[src/rtl/counter_nb_pkg.sv]
// rtl/counter_nb_pkg.sv - shared types and limits for the counter_nb block
//
// Purpose : direction and mode enums plus the prescaler range limit used by
//           counter_nb and counter_nb_prescale.
// Ports   : none (package).
package counter_nb_pkg;

    typedef enum logic {DIR_DOWN = 1'b0, DIR_UP = 1'b1} dir_e;

    typedef enum logic {MODE_WRAP = 1'b0, MODE_SAT = 1'b1} cnt_mode_e;

    localparam int PRESCALE_MAX = 65535;

endpackage

[src/rtl/counter_nb_prescale.sv]
// rtl/counter_nb_prescale.sv - optional en-cycle prescaler for counter_nb
//
// Purpose : divides qualified en cycles by PRESCALE. Built only when the
//           macro COUNTER_NB_PRESCALE_EN is defined; otherwise tick = en.
// Ports   : clk     in  1  system clock, rising edge
//           reset   in  1  synchronous active-high reset
//           en      in  1  count enable from the parent
//           restart in  1  zero the prescaler (parent clr or load)
//           tick    out 1  one count step is due this cycle
module counter_nb_prescale
    import counter_nb_pkg::*;
#(
    parameter int unsigned PRESCALE = 1
) (
    input  logic clk,
    input  logic reset,
    input  logic en,
    input  logic restart,
    output logic tick
);

    if (PRESCALE < 1 || PRESCALE > PRESCALE_MAX) begin : g_bad_prescale
        $error("counter_nb_prescale: PRESCALE out of range 1..65535");
    end

`ifdef COUNTER_NB_PRESCALE_EN
    // PRESCALE=1 still needs a 1-bit register; it stays at 0 so every en ticks.
    localparam int unsigned     PW   = (PRESCALE > 1) ? $clog2(PRESCALE) : 1;
    localparam logic [PW-1:0]   LAST = PW'(PRESCALE - 1);
    localparam logic [PW-1:0]   ONE  = PW'(1);

    logic [PW-1:0] pre_q;

    assign tick = en && (pre_q == LAST);

    always_ff @(posedge clk) begin
        if (reset || restart) begin
            pre_q <= '0;
        end else if (en) begin
            pre_q <= tick ? '0 : pre_q + ONE;
        end
    end
`else
    assign tick = en;

    logic unused_ok;
    assign unused_ok = &{1'b0, clk, reset, restart};
`endif

endmodule

[src/rtl/counter_nb.sv]
// rtl/counter_nb.sv - parametrised up/down wrap/saturate counter with flags
//
// Purpose : WIDTH-bit counter bounded to 0..MAX_VAL with clear, clamped
//           parallel load, terminal/zero flags, registered wrap pulse and a
//           sticky saturation flag. Optional prescaler via the macro
//           COUNTER_NB_PRESCALE_EN.
// Ports   : clk      in  1      system clock, rising edge
//           reset    in  1      synchronous active-high reset
//           en       in  1      count enable
//           clr      in  1      synchronous clear
//           load     in  1      parallel load strobe
//           load_val in  WIDTH  load value (clamped to MAX_VAL)
//           dir      in  1      1 = up, 0 = down
//           count    out WIDTH  registered count
//           at_max   out 1      count == MAX_VAL
//           at_zero  out 1      count == 0
//           wrap     out 1      one-cycle pulse after a boundary event
//           sat      out 1      sticky blocked-step flag (SATURATE=1 only)
module counter_nb
    import counter_nb_pkg::*;
#(
    parameter int unsigned     WIDTH    = 6,
    parameter longint unsigned MAX_VAL  = (64'd1 << WIDTH) - 64'd1,
    parameter bit              SATURATE = 1'b0,
    parameter int unsigned     PRESCALE = 1
) (
    input  logic             clk,
    input  logic             reset,
    input  logic             en,
    input  logic             clr,
    input  logic             load,
    input  logic [WIDTH-1:0] load_val,
    input  logic             dir,
    output logic [WIDTH-1:0] count,
    output logic             at_max,
    output logic             at_zero,
    output logic             wrap,
    output logic             sat
);

    if (WIDTH < 1 || WIDTH > 32) begin : g_bad_width
        $error("counter_nb: WIDTH out of range 1..32");
    end

    if (MAX_VAL < 64'd1 || MAX_VAL > ((64'd1 << WIDTH) - 64'd1)) begin : g_bad_max
        $error("counter_nb: MAX_VAL out of range 1..2**WIDTH-1");
    end

    localparam cnt_mode_e        MODE  = SATURATE ? MODE_SAT : MODE_WRAP;
    localparam logic [WIDTH:0]   MAX_X = (WIDTH + 1)'(MAX_VAL);
    localparam logic [WIDTH:0]   ONE_X = (WIDTH + 1)'(1);

    logic [WIDTH-1:0] count_q;
    logic             wrap_q;
    logic             sat_q;
    logic             step;
    dir_e             step_dir;

    // One extra bit so MAX_VAL = 2**WIDTH-1 cannot overflow into a false "below max".
    logic [WIDTH:0]   up_x;
    logic [WIDTH:0]   dn_x;
    logic [WIDTH:0]   load_x;
    logic             up_over;
    logic             dn_under;
    logic [WIDTH-1:0] load_clamped;

    counter_nb_prescale #(
        .PRESCALE (PRESCALE)
    ) u_prescale (
        .clk     (clk),
        .reset   (reset),
        .en      (en),
        .restart (clr | load),
        .tick    (step)
    );

    assign step_dir     = dir_e'(dir);
    assign up_x         = {1'b0, count_q} + ONE_X;
    assign dn_x         = {1'b0, count_q} - ONE_X;
    assign up_over      = (up_x > MAX_X);
    assign dn_under     = dn_x[WIDTH];
    assign load_x       = {1'b0, load_val};
    assign load_clamped = (load_x > MAX_X) ? MAX_X[WIDTH-1:0] : load_val;

    always_ff @(posedge clk) begin
        if (reset) begin
            count_q <= '0;
            wrap_q  <= 1'b0;
            sat_q   <= 1'b0;
        end else if (clr) begin
            count_q <= '0;
            wrap_q  <= 1'b0;
            sat_q   <= 1'b0;
        end else if (load) begin
            count_q <= load_clamped;
            wrap_q  <= 1'b0;
        end else begin
            wrap_q <= 1'b0;
            if (step) begin
                if (step_dir == DIR_UP) begin
                    if (!up_over) begin
                        count_q <= up_x[WIDTH-1:0];
                    end else if (MODE == MODE_WRAP) begin
                        count_q <= '0;
                        wrap_q  <= 1'b1;
                    end else begin
                        // Pulse only on the first blocked step; sat records it.
                        wrap_q <= !sat_q;
                        sat_q  <= 1'b1;
                    end
                end else begin
                    if (!dn_under) begin
                        count_q <= dn_x[WIDTH-1:0];
                    end else if (MODE == MODE_WRAP) begin
                        count_q <= MAX_X[WIDTH-1:0];
                        wrap_q  <= 1'b1;
                    end else begin
                        wrap_q <= !sat_q;
                        sat_q  <= 1'b1;
                    end
                end
            end
        end
    end

    assign count   = count_q;
    assign at_max  = ({1'b0, count_q} == MAX_X);
    assign at_zero = (count_q == '0);
    assign wrap    = wrap_q;
    assign sat     = sat_q;

endmodule

[config.mk]
export PLATFORM = sky130hd
export DESIGN_NAME = counter_nb
export DESIGN_NICKNAME = d
export VERILOG_FILES = /design/src/rtl/counter_nb_pkg.sv /design/src/rtl/counter_nb_prescale.sv /design/src/rtl/counter_nb.sv
export SDC_FILE = /design/constraint.sdc
export NUM_CORES = 1
export LEC_CHECK = 0
export CAP_MARGIN = 0
export CORE_UTILIZATION = 41
export CTS_BUF_LIST = sky130_fd_sc_hd__clkbuf_16
export DETAILED_ROUTE_END_ITERATION = 16
export PLACE_DENSITY = 0.85
export SYNTH_ARGS = -nofsm -noshare
export SYNTH_HDL_FRONTEND = slang
export SYNTH_SLANG_ARGS = --single-unit
export TNS_END_PERCENT = 5
[constraint.sdc]
create_clock -name clk -period 1.77 [get_ports clk]
set_input_delay 0.2655 -clock clk [delete_from_list [all_inputs] [get_ports clk]]
set_output_delay 0.2655 -clock clk [all_outputs]
set_load 0.02 [all_outputs]
==> metrics list <==
- Using the TritonRoute via totals, the vias-per-cell ratio works out to approximately 6.
- Routability congestion estimate from global placement: 0.9282
* Synthesized netlist cell count: 89
- After synthesis, the most frequently instantiated cells are sky130_fd_sc_hd__a21oi_1, sky130_fd_sc_hd__dfxtp_1, sky130_fd_sc_hd__inv_1, sky130_fd_sc_hd__nand2_1, sky130_fd_sc_hd__nor2_1.
- Async S/R FF share, synth: 0
* Unrepaired setup endpoints after global routing: true
* Remaining design rule violation count: 0
- Maximum count of clock buffers along a single path: 2
* Largest family of logic cells by synthesized area: compound AO/OA/AOI/OAI gates
- For this run, the total global-route usage over all layers was measured as 0.2556.
* Total iterations of the first detailed-routing run: 7
* Multiplexer area fraction after synthesis: 0
- STA classifies the critical path startpoint as a flop.
* Cell type contributing the most total cell area after synthesis: sky130_fd_sc_hd__dfxtp_1
- Critical Path, Cell by Cell: buf_4, or3_1, o311ai_1, a41oi_1, a21oi_1, o31ai_1
* Height of the die: 43.56 um
- The worst-case IR drop observed on VDD is 569.3 uV.
- Final worst-path setup slack: 0.04931 ns
* Worst Path Arrival: 1.83 ns
- Summed over all cells, the static leakage comes to 0.4528 nW.
- The first global-routing pass estimated 3.525 mm of wire.
- In this run the remaining antenna-violating nets after routing total 0.
- Of the total power, the share spent switching nets is 0.2778.
* Warning count from the yosys run: 0
* TritonCTS clock tree: yes
* Outcome: finished clean
- Total congestion overflow after global routing: 0
- In this run the power density over the cells is 680.4 nW/um^2.
* Proportion of power drawn by flip-flops and latches: 0.220
- Total Nets Final: 141
* Worst hold-check slack: 0.6498 ns
* Final standard cell area without fillers: between 1000 and 1500 um^2
- Later-pin clock latency in the skew report: 0.23 ns
* Non-filler instance count after layout: 140
- In the final layout, the share of cells above drive strength 1 is 0.3145.
* Distinct cell type count of the synthesized netlist: 36
- Cell internal power was estimated by the tool at 0.5730 mW.
- Inserted Diodes: 0
* Placed inst area: roughly 1000 um^2
* Critical path endpoint category: flop
- Compared with the post-synthesis result, the final layout area differs by 64.66%.
- Horizontal die dimension: 43.56 um
- Data on the critical path is required at its endpoint by between 1.5 and 2 ns.
* Worst min-delay path category: reg2reg
- Worst-path fanout max: 7
- Of the total synthesized cell area, the portion taken by XOR and XNOR cells is 0.08481.
* Time the worst path needs with I/O delays and setup: 1.721 ns
- The completed layout was analyzed and its total power is 0.7934 mW.
- For this design, the sink count on the clock tree is 7.
- Detailed-route via count: 848
- Among all flip-flop cells after synthesis, the most frequent one is sky130_fd_sc_hd__dfxtp_1.
- After detailed placement, the design holds a cell count of 132.
- After clock tree synthesis, the clock-pin slew on the worst setup and hold paths is 0.04 ns.
- Timing analysis after detailed placement gives a worst setup slack of -0.005806 ns.
* Largest cells by area after synthesis: sky130_fd_sc_hd__dfxtp_1, sky130_fd_sc_hd__ha_1, sky130_fd_sc_hd__a21oi_1, sky130_fd_sc_hd__a2111oi_4, sky130_fd_sc_hd__o32ai_1
- The cell sitting at the root of the clock tree is a sky130_fd_sc_hd__clkbuf_16.
- For this design the total switching power over the nets is 0.2204 mW.
- Worst setup startpoint: count[4]
* Number of CTS-inserted buffers: 3
* Number of flops mapped to enable cells by yosys: 0
- Worst hold start: count[5]
- After the first detailed-routing iteration, the DRC count stood at 37.
* Final setup fails: 0
- Number of antenna violations at the first check in global routing: 0
- Core footprint: ~1600 um^2
* Clk_skew: 0.0007445 ns
- The via count of the first global-routing pass was about 760.
- The share of total power dissipated in combinational logic is 0.283.
* MaxCap Viol Count: 0
- Final HPWL from detailed placement: between 1.5 and 2 mm
* Clock group share of total power: 0.498
* Deepest level of the CTS H-tree: 1
- Wirelength, routed: 2.398 mm
* Number of slew-limit violations in the final report: 0
* Die Outline Area: 1897 um^2
* Post-synth top area share: 0.1979
- The slowest stage of the critical path belongs to the cell sky130_fd_sc_hd__or3_1.
- The largest single stage delay on the critical path is 0.41 ns.
- Fin. Hold Viols: 0
- For this configuration, the core starts out at a cell density of 0.4543.
- Total of buffers placed on input and output ports: 20
* Most frequently used cell type in the post-synthesis netlist: sky130_fd_sc_hd__a21oi_1
- Cts hold-fix bufs: 0
* Fraction of the yosys area taken by sequential cells: 0.1979
- Average instance area after synthesis: 7.957 um^2
- Entering global routing, the biggest net connects 11 pins.
* Boundary Pins: 22
* Compound-gate portion of the synthesized area: 0.2809
- Netlist area before placement: 708.2 um^2
- Count of state elements after synthesis: 7
- In the final routed layout, each cell accounts on average for 17.13 um.
- Synth Net Count: between 100 and 150
- In this run the critical register-to-register path is launched from count[4].
- Of the total synthesized cell area, the portion taken by full adders, half adders and majority gates is 0.07067.
* Simple-gate portion of the synthesized area: 0.2703
* Type of the setup path with the least slack: reg2reg
- In this run the core area contains 14 standard-cell rows.
- Peak Freq: 581.2 MHz
- In the finished design, the share of the clock period the worst path needs comes to 0.9721.
worst max-delay path, delay by kind of cell, from the launching register on:
kind            cells  cell delay, ns
compound gates      4            0.72
buf+inv             1            0.16
flops               1            0.31
simple gates        1            0.41
repair_timing:
item,CTS,global route
buffers inserted,0,4
endpoints found under the setup margin,8,8
resized for setup,5,16
pin swaps,1,6
sequential cells by signal (all words and copies together) (netlist names):
| name | flops |
|---|---|
| count | 6 |
| wrap | 1 |
placed cells by master (no fill, tap or decap), types with 2 or more instances in the layout:
| cell type | n |
|---|---|
| sky130_fd_sc_hd__a21oi_1 | 8 |
| sky130_fd_sc_hd__and2_1 | 3 |
| sky130_fd_sc_hd__buf_4 | 13 |
| sky130_fd_sc_hd__buf_6 | 4 |
| sky130_fd_sc_hd__clkbuf_16 | 3 |
| sky130_fd_sc_hd__clkdlybuf4s50_1 | 18 |
| sky130_fd_sc_hd__dfxtp_1 | 3 |
| sky130_fd_sc_hd__dfxtp_2 | 4 |
| sky130_fd_sc_hd__dlygate4sd2_1 | 2 |
| sky130_fd_sc_hd__ha_1 | 3 |
| sky130_fd_sc_hd__inv_1 | 6 |
| sky130_fd_sc_hd__nand2_1 | 6 |
| sky130_fd_sc_hd__nor2_1 | 6 |
| sky130_fd_sc_hd__nor2b_1 | 2 |
| sky130_fd_sc_hd__nor3_1 | 4 |
| sky130_fd_sc_hd__nor3b_1 | 2 |
| sky130_fd_sc_hd__o211ai_1 | 3 |
| sky130_fd_sc_hd__o21ai_0 | 3 |
| sky130_fd_sc_hd__o32ai_2 | 3 |
| sky130_fd_sc_hd__or3_1 | 2 |
| sky130_fd_sc_hd__xnor2_1 | 2 |
| sky130_fd_sc_hd__xor2_1 | 3 |
layer usage:
metal / track usage / vias to the layer above / wire length (um)
li1: - / 396 / -
met1: 0.3444 / 411 / 958
met2: 0.3881 / 35 / 1255
met3: 0.06667 / 6 / 149
met4: 0.1000 / 0 / 36
met5: 0 / - / 0
through the flow:
stage	utilization	TNS, ns
6_report	0.7480	0
5_1_grt	0.7480	-0.1073
4_1_cts	0.6886	0
3_5_place_dp	0.6332	-0.01207
3_3_place_gp	0.6332	-0.02454
2_1_floorplan	-	0
logic make-up after synthesis:
| logic type | count (synthesis) |
|---|---|
| buf+inv | 12 |
| fa+ha+maj | 4 |
| other cells | 1 |
| xor+xnor | 6 |
| simple gates | 33 |
| flops | 7 |
| compound gates | 26 |
final timing paths:
kind / cells past startpoint / to / slack, ns
worst max-delay path: 6 / count[5] / 0.05
worst min-delay path: 3 / count[5] / 0.65
worst max register to register: 6 / count[5] / 0.05
worst min register to register: 3 / count[5] / 0.65
power by group through the flow:
stage,Sequential [mW],Combinational (mW),Clock [mW]
finish,0.174,0.224,0.395
global route,0.175,0.240,0.411
CTS,0.172,0.201,0.396
detailed placement,0.175,0.200,0
global placement,0.174,0.195,0
floorplan,0.188,0.0966,0
cell type report:
| cell class | count | area, um^2 |
|---|---|---|
| Clock buffer | 3 | 75.07 |
| Clock inverter | 1 | 3.754 |
| Multi-Input combinational cell | 70 | 559.3 |
| Sequential cell | 7 | 145.1 |
| Tap cell | 16 | 20.02 |
| Timing Repair Buffer | 37 | 340.3 |
| Inverter | 6 | 22.52 |
| Fill cell | 113 | 392.9 |
Power figures use the tool's default switching activity.
